===== config.mk =====
export PLATFORM = sky130hd
export DESIGN_NAME = lsu_split_ctrl
export DESIGN_NICKNAME = d
export VERILOG_FILES = /design/src/rtl/lsu_split_ctrl.sv
export SDC_FILE = /design/constraint.sdc
export NUM_CORES = 1
export LEC_CHECK = 0
export ABC_AREA = 1
export CAP_MARGIN = 20
export CELL_PAD_IN_SITES_DETAIL_PLACEMENT = 1
export CELL_PAD_IN_SITES_GLOBAL_PLACEMENT = 1
export CORE_AREA = 2 2 165 232
export CTS_CLUSTER_SIZE = 8
export DETAILED_ROUTE_END_ITERATION = 6
export DIE_AREA = 0 0 167 234
export HOLD_SLACK_MARGIN = 0.05
export PLACE_DENSITY_LB_ADDON = 0.25
export SLEW_MARGIN = 20
export SYNTH_ARGS = -nofsm -noshare
export SYNTH_HDL_FRONTEND = slang
export SYNTH_SLANG_ARGS = --single-unit

===== constraint.sdc =====
create_clock -name clock -period 2.9 [get_ports clock]
set_input_delay 0.87 -clock clock [delete_from_list [all_inputs] [get_ports clock]]
set_output_delay 0.87 -clock clock [all_outputs]
set_load 0.01 [all_outputs]

===== src/rtl/lsu_split_ctrl.sv =====
// Load/store unit: byte/half/word accesses on a req/gnt/rvalid bus, splitting misaligned ones in two.
// Optional: define LSU_TIMEOUT_EN to abort a bus wait after TIMEOUT_CYC cycles with an error.
module lsu_split_ctrl #(
  parameter int ADDR_W      = 32,
  parameter int DATA_W      = 32,
  parameter int TIMEOUT_CYC = 255
) (
  input  logic                  clock,
  input  logic                  reset,
  input  logic                  lsu_req_i,
  input  logic                  lsu_we_i,
  input  logic [1:0]            lsu_type_i,
  input  logic                  lsu_sign_ext_i,
  input  logic [ADDR_W-1:0]     lsu_addr_i,
  input  logic [31:0]           lsu_wdata_i,
  output logic                  lsu_busy_o,
  output logic                  lsu_resp_valid_o,
  output logic [31:0]           lsu_rdata_o,
  output logic                  lsu_err_o,
  output logic                  data_req_o,
  output logic                  data_we_o,
  output logic [DATA_W/8-1:0]   data_be_o,
  output logic [ADDR_W-1:0]     data_addr_o,
  output logic [DATA_W-1:0]     data_wdata_o,
  input  logic                  data_gnt_i,
  input  logic                  data_rvalid_i,
  input  logic [DATA_W-1:0]     data_rdata_i,
  input  logic                  data_err_i
);
  localparam int BE_W  = DATA_W / 8;
  localparam int OFF_W = $clog2(BE_W);

  typedef enum logic [2:0] {IDLE, REQ1, WAIT1, REQ2, WAIT2, RESP} state_t;
  state_t state_q, state_d;

  logic              we_q, sign_q;
  logic [1:0]        type_q;
  logic [ADDR_W-1:0] addr_q;
  logic [31:0]       wdata_q;
  logic [DATA_W-1:0] lo_q, lo_d, hi_q, hi_d;
  logic              err_q, err_d;
  logic [31:0]       rdata_q, rdata_d;
  logic              resp_err_q, resp_err_d;

  logic [OFF_W-1:0]    off;
  logic [BE_W-1:0]     size_mask;
  logic [2*BE_W-1:0]   be_wide;
  logic [2*DATA_W-1:0] wdata_wide;
  logic [ADDR_W-1:0]   base_addr;
  logic                split;
  logic [31:0]         rd_shift, load_val;
  logic                timeout;

  assign off        = addr_q[OFF_W-1:0];
  assign base_addr  = {addr_q[ADDR_W-1:OFF_W], {OFF_W{1'b0}}};
  // Two-beat windows: the low half feeds the first transaction, the high half the second.
  assign be_wide    = {{BE_W{1'b0}}, size_mask} << off;
  assign wdata_wide = {{(2*DATA_W-32){1'b0}}, wdata_q} << {off, 3'b000};
  assign split      = |be_wide[2*BE_W-1:BE_W];
  assign rd_shift   = 32'({hi_d, lo_d} >> {off, 3'b000});

  always_comb begin
    size_mask = '0;
    case (type_q)
      2'b00:   size_mask[0]   = 1'b1;
      2'b01:   size_mask[1:0] = 2'b11;
      default: size_mask[3:0] = 4'hF;
    endcase
  end

  always_comb begin
    case (type_q)
      2'b00:   load_val = {{24{sign_q & rd_shift[7]}}, rd_shift[7:0]};
      2'b01:   load_val = {{16{sign_q & rd_shift[15]}}, rd_shift[15:0]};
      default: load_val = rd_shift;
    endcase
  end

  always_comb begin
    lo_d = lo_q;
    hi_d = hi_q;
    if (data_rvalid_i && state_q == WAIT1) lo_d = data_rdata_i;
    if (data_rvalid_i && state_q == WAIT2) hi_d = data_rdata_i;
  end

`ifdef LSU_TIMEOUT_EN
  localparam int CNT_W = $clog2(TIMEOUT_CYC + 1);
  logic [CNT_W-1:0] cnt_q, cnt_d;

  // Leaving a wait state always passes through REQ*/RESP/IDLE, which clears the count.
  always_comb begin
    cnt_d = '0;
    if (state_q == WAIT1 || state_q == WAIT2) cnt_d = cnt_q + 1'b1;
  end
  assign timeout = (cnt_q == CNT_W'(TIMEOUT_CYC - 1));

  always_ff @(posedge clock) begin
    if (reset) cnt_q <= '0;
    else       cnt_q <= cnt_d;
  end
`else
  assign timeout = 1'b0;
`endif

  always_comb begin
    state_d    = state_q;
    err_d      = err_q;
    rdata_d    = rdata_q;
    resp_err_d = resp_err_q;
    case (state_q)
      IDLE: if (lsu_req_i) begin
        state_d = REQ1;
        err_d   = 1'b0;
      end
      REQ1: if (data_gnt_i) state_d = WAIT1;
      WAIT1: begin
        if (data_rvalid_i) begin
          err_d   = err_q | data_err_i;
          state_d = (split && !data_err_i) ? REQ2 : RESP;
        end else if (timeout) begin
          err_d   = 1'b1;
          state_d = RESP;
        end
      end
      REQ2: if (data_gnt_i) state_d = WAIT2;
      WAIT2: begin
        if (data_rvalid_i) begin
          err_d   = err_q | data_err_i;
          state_d = RESP;
        end else if (timeout) begin
          err_d   = 1'b1;
          state_d = RESP;
        end
      end
      RESP:    state_d = IDLE;
      default: state_d = IDLE;
    endcase
    // Response values are registered on entry to RESP and then held until the next one.
    if (state_d == RESP && state_q != RESP) begin
      rdata_d    = we_q ? 32'h0 : load_val;
      resp_err_d = err_d;
    end
  end

  always_comb begin
    data_req_o   = 1'b0;
    data_we_o    = 1'b0;
    data_be_o    = '0;
    data_addr_o  = '0;
    data_wdata_o = '0;
    if (state_q == REQ1) begin
      data_req_o   = 1'b1;
      data_we_o    = we_q;
      data_be_o    = be_wide[BE_W-1:0];
      data_addr_o  = base_addr;
      data_wdata_o = wdata_wide[DATA_W-1:0];
    end else if (state_q == REQ2) begin
      data_req_o   = 1'b1;
      data_we_o    = we_q;
      data_be_o    = be_wide[2*BE_W-1:BE_W];
      data_addr_o  = base_addr + ADDR_W'(BE_W);
      data_wdata_o = wdata_wide[2*DATA_W-1:DATA_W];
    end
  end

  assign lsu_busy_o       = (state_q != IDLE);
  assign lsu_resp_valid_o = (state_q == RESP);
  assign lsu_rdata_o      = rdata_q;
  assign lsu_err_o        = resp_err_q;

  always_ff @(posedge clock) begin
    if (reset) begin
      state_q    <= IDLE;
      we_q       <= 1'b0;
      sign_q     <= 1'b0;
      type_q     <= 2'b00;
      addr_q     <= '0;
      wdata_q    <= '0;
      lo_q       <= '0;
      hi_q       <= '0;
      err_q      <= 1'b0;
      rdata_q    <= '0;
      resp_err_q <= 1'b0;
    end else begin
      state_q    <= state_d;
      lo_q       <= lo_d;
      hi_q       <= hi_d;
      err_q      <= err_d;
      rdata_q    <= rdata_d;
      resp_err_q <= resp_err_d;
      if (state_q == IDLE && lsu_req_i) begin
        we_q    <= lsu_we_i;
        sign_q  <= lsu_sign_ext_i;
        type_q  <= lsu_type_i;
        addr_q  <= lsu_addr_i;
        wdata_q <= lsu_wdata_i;
      end
    end
  end
endmodule

Word-level counts from Yosys, hierarchy flattened

Index checks and enable logic that the tools add are counted.
Widths: inputs -> output; s select.

Flip-flop bits (word level): 169
Input bits: 106
Output and inout port bits: 105
Word-level logic and storage cells: 64

Add/sub/neg operators: 1
Equality and inequality tests: 8
Shift operators: 3
Multiplexer cells: 26
Bitwise logic cells: 3
Reduce and logical (&&, ||, !) cells: 12

Operators with widths:

| operator              | count |
|---|---|
| $mux 32               | 7 |
| $pmux 32 s2           | 1 |
| $shl 32x5->64         | 1 |
| $shr 64x5->32         | 1 |
| $add 32x3->32 const B | 1 |
| $mux 3                | 6 |
| $pmux 3 s5            | 1 |
| $eq 3x3->1 const B    | 3 |
| $mux 4                | 2 |
| $shl 4x2->8           | 1 |
| $mux 1                | 7 |
| $eq 3x2->1 const B    | 2 |
| $logic_and 1x1->1     | 5 |
| $reduce_or 2->1       | 2 |
| $reduce_or 4->1       | 1 |
| $eq 3x1->1 const B    | 1 |
| $logic_not 3->1       | 1 |
| $ne 3x3->1 const B    | 1 |
| $reduce_bool 3->1     | 1 |
| $and 1x1->1           | 2 |
| $eq 2x1->1 const B    | 1 |
| $logic_not 2->1       | 1 |
| $mux 2                | 1 |
| $pmux 1 s2            | 1 |
| 2 further kinds       | 2 |

Logic depth before layout (Yosys ltp)

Gate-level depths: netlist of run 1.

Depth after elaboration: 11
Depth in mapped cells: 13
Gate-level depth less buffers: 11

Least setup slack after synthesis of run 1

OpenSTA, ideal clock, no wires.

Path type: register to output
Start point: register addr_q[2]
End point: output data_addr_o[26]
Arrival time: 1.835 ns
Data required time: 2.030 ns
Path slack: 0.195 ns
Stages on the path, launching flop included: 9
Cells stage by stage: dfxtp_1 -> ha_1 -> nand3_1 -> nor3_1 -> and3_1 -> nand2_1 -> nor3_1 -> nor2_1 -> o21ai_0

Cells in the longest elaborated chain, start to end: 3

RTL lines:

| what                   | line | RTL |
|---|---|---|
| from (decl)            | 38   | `logic [ADDR_W-1:0] addr_q;` |
| from (signal assigned) | 195  | `addr_q <= lsu_addr_i;` |
| $add 32x3->32          | 161  | `data_addr_o = base_addr + ADDR_W'(BE_W);` |
| $mux 32                | 157  | `end else if (state_q == REQ2) begin` |
| $mux 32                | 151  | `if (state_q == REQ1) begin` |
| to (decl)              | 23   | `output logic [ADDR_W-1:0] data_addr_o,` |

No other way between the ends.

Final worst setup path of run 1

Start point: register addr_q[3]
End point: output data_addr_o[27]

Same word-level chain as after synthesis.

==> out/metrics.csv, run 1 <==
metric,value,unit
synth_top_cell_area_share,0.353,
drt_iter0_drc,519,
cp-end-kind,output port,
grt_pass1_vias,10900,
totalWireLength,39.8,mm
slew_headroom,0.616,
p_leak,0.00536,uW
grt_pass1_wl,60.6,mm
syn_avg_cell_area,6.44,um2
irDropWorstVdd,0.360,mV
reg2reg_from,state_q[2]$_SDFF_PP0_,
synth_cells,1418,
clockBufferDepth,2,
vias,10600,
synthTopCellsByArea,"dfxtp_1 (35%), nand2_1 (13%), a21oi_1 (9.0%), o21ai_0 (8.0%), nand3_1 (6.8%)",
crit_start,addr_q[3]$_SDFFE_PP0P_,
tritoncts.num_buffers,17,
syn-cell-area,9130,um2
internal_power,4220,uW
reg2reg_depth,11,
period_share,1.03,
grt_overflow,0,
synth_area_leader_cell,dfxtp_1,
path_class,flip-flop to output port,
dpl.hpwl,29.0,mm
gp_congestion,0.840,
hold_class,flip-flop to flip-flop,
crit_end,data_addr_o[27],
fin_util,0.359,
rsz0062_at_grt,yes,
ys_seq_area_frac,0.353,
yosys_warnings,0,
worstPathMaxFanout,4,
groute.usage.overall,0.200,
synthXorXnorAreaFrac,0.00288,
p_per_area,477,nW/um2
pwr-share-clk,0.356,
rrSetupSlack,0.43,ns
grtUsageMet3,0.0322,
comb_power_share,0.261,
layout-drive-gt1-share,0.206,
grt_busiest_layer,met2,
ant_nets,0,
clock-sinks,161,
power_frac_seq,0.383,
post_dp_cell_area,12200,um2
final_cell_area,13300,um2
cts_tree,done,
wl_per_cell,18.4,um
synth-simple-area-share,0.306,
yosysUniqueCellTypes,40,
drv_cap,0,
nets,1777,
crit_required,2.03,ns
fillers,4686,
synthAdderAreaFrac,0.00137,
violations,setup timing,
synth-seq-cells,161,
rows,84,
avgViaCountPerCell,4.91,
netSwitchingFraction,0.337,
port_buffers,208,
synth_mux_area_frac,0,
layout_common_cells,"nand2_1 (298), inv_1 (156), a21oi_1 (156)",
root_buffer,clkbuf_16,
grt_use_met1,0.231,
io_pins,211,
r2r-end,lsu_rdata_o[3]$_SDFFE_PP0P_,
dr.pass1.iters,5,
synth_top_family_by_area,simple AND/OR/NAND/NOR gates,
clk_pin_slew,0.07,ns
setup_violations,7,
grt_max_degree,99,
die-area,39100,um2
area_growth,46.0,%
clock_latency,0.45,ns
fmax,335,MHz
fin_skew,0.0109,ns
crit_path_start_kind,flip-flop,
drc,0,
htreeDepth,4,
grtUsageMet2,0.365,
maxSlewViolCount,0,
status,"complete, but fails checks",
synth-compound-area-share,0.219,
whs_path_depth,2,
antenna_found_initial,4,
setup_ws,-0.0881,ns
tightest_slew,0.576,ns
worstPathArrival,2.12,ns
layout_min_cycle_time,2.99,ns
finalHoldViolCount,0,
final_common_cell,nand2_1,
initial_utilization,0.246,
die_h,234,um
die_w,167,um
core_area,37100,um2
power.switching,2140,uW
## state kept, by name, summed over array words and instances, names as in the netlist
register	count
type_q	2
lsu_rdata_o	32
err_q	1
we_q	1
wdata_q	32
state_q	3
sign_q	1
lo_q	32
lsu_err_o	1
addr_q	32
hi_q	24
## worst min-delay path by stage
stage                                            start                           end
after CTS                     wdata_q[13]$_SDFFE_PP0P_      wdata_q[13]$_SDFFE_PP0P_
after global routing      lsu_rdata_o[12]$_SDFFE_PP0P_  lsu_rdata_o[12]$_SDFFE_PP0P_
after detailed placement      wdata_q[13]$_SDFFE_PP0P_      wdata_q[13]$_SDFFE_PP0P_
final                           lsu_err_o$_SDFFE_PP0P_        lsu_err_o$_SDFFE_PP0P_
after global placement    lsu_rdata_o[22]$_SDFFE_PP0P_  lsu_rdata_o[22]$_SDFFE_PP0P_
after floorplan               wdata_q[31]$_SDFFE_PP0P_      wdata_q[31]$_SDFFE_PP0P_
## layout make-up
type                    instances  area [um2]  area share
clock inverters                12         110     0.00826
flip-flops and latches        161        3250       0.244
repair buffers                327        2890       0.217
well taps                     473         592      0.0444
multi-input cells             993        5370       0.403
inverters                     170         646      0.0484
clock buffers                  20         467      0.0350
diodes                          1        2.50    0.000188
## metrics by stage
| step | setup WS, ns | hold WS, ns | setup TNS, ns | std cells | power, uW |
|---|---|---|---|---|---|
| 4_1_cts | -0.252 | 0.467 | -2.12 | 2150 | 6370 |
| 3_3_place_gp | -0.200 | 0.454 | -0.951 | 2108 | 4060 |
| 5_1_grt | -0.215 | 0.489 | -1.97 | 2157 | 6690 |
| 3_5_place_dp | -0.280 | 0.458 | -1.77 | 2108 | 4070 |
| 6_report | -0.0881 | 0.465 | -0.373 | 2157 | 6360 |
| 2_1_floorplan | 0.195 | 0.439 | 0 | 1419 | 3300 |
## routing by layer
layer,vias to the layer above,wire (um)
met5,-,39
met4,6,1230
met3,59,1360
met2,222,20500
met1,5066,16600
li1,5246,-
## Yosys cell counts
cell,instances
or2_0,1
buf_2,20
o211ai_1,10
dfxtp_1,161
nand2_2,6
o21a_1,8
xor2_1,3
clkbuf_1,57
clkinv_1,1
nor4_1,6
a22o_1,1
nand3_2,5
and3_1,1
a31oi_1,2
o21ai_2,1
nor3_1,14
or2_2,2
nand3b_1,1
o221ai_1,8
nor2_4,5
a31o_2,1
a21oi_1,164
nand3_4,2
buf_4,8
o21ai_0,146
nand2_1,313
ha_1,1
a22oi_1,1
conb_1,1
buf_1,7
nor2_1,78
inv_1,162
nand4_1,58
o22ai_1,12
inv_2,7
nand3_1,124
nor2_2,3
a21oi_2,10
buf_6,3
o32ai_1,4
## power groups by stage
stage	Clock (uW)	Sequential (uW)	Combinational (uW)
2_1_floorplan	0	2450	850
3_3_place_gp	0	2460	1590
3_5_place_dp	0	2470	1600
4_1_cts	2320	2430	1630
5_1_grt	2410	2450	1830
6_report	2260	2430	1660
## critical path, stage by stage (launching register included)
cell,delay (ns)
dfxtp_4,0.37
buf_6,0.12
nand3_4,0.08
nor2_4,0.09
nand2_2,0.09
nor2_4,0.14
nand2_2,0.10
nor2_4,0.12
nand2_2,0.09
nor2_4,0.14
a21oi_1,0.08
nor2_1,0.10
buf_2,0.14
## cell families (layout without fill, tap and decap cells)
family / Yosys count / after routing
AOI/OAI and AO/OA: 368 / 368
xor gates and xnor gates: 3 / 3
adders and majority gates: 1 / 1
buffers and inverters: 265 / 529
DFF: 161 / 161
other: 1 / 3
and+or+nand+nor: 619 / 619
## timing repair
action | 4_1_cts | 5_1_grt
pin swaps | 24 | 37
hold buffers | 0 | 0
setup endpoints to repair | 66 | 50
buffers inserted | 10 | 5
resized for setup | 276 | 101
hold endpoints to repair | 0 | 0
gates cloned | 0 | 1
No activity file was read; power rests on OpenSTA's default activity.
==> inputs of run 2 (changes only) <==
Settings changed: GPL_ROUTABILITY_DRIVEN from default to 0.
==> results of run 2 <==
Same layout as run 1: the final DEF is identical, and so are final timing and power.
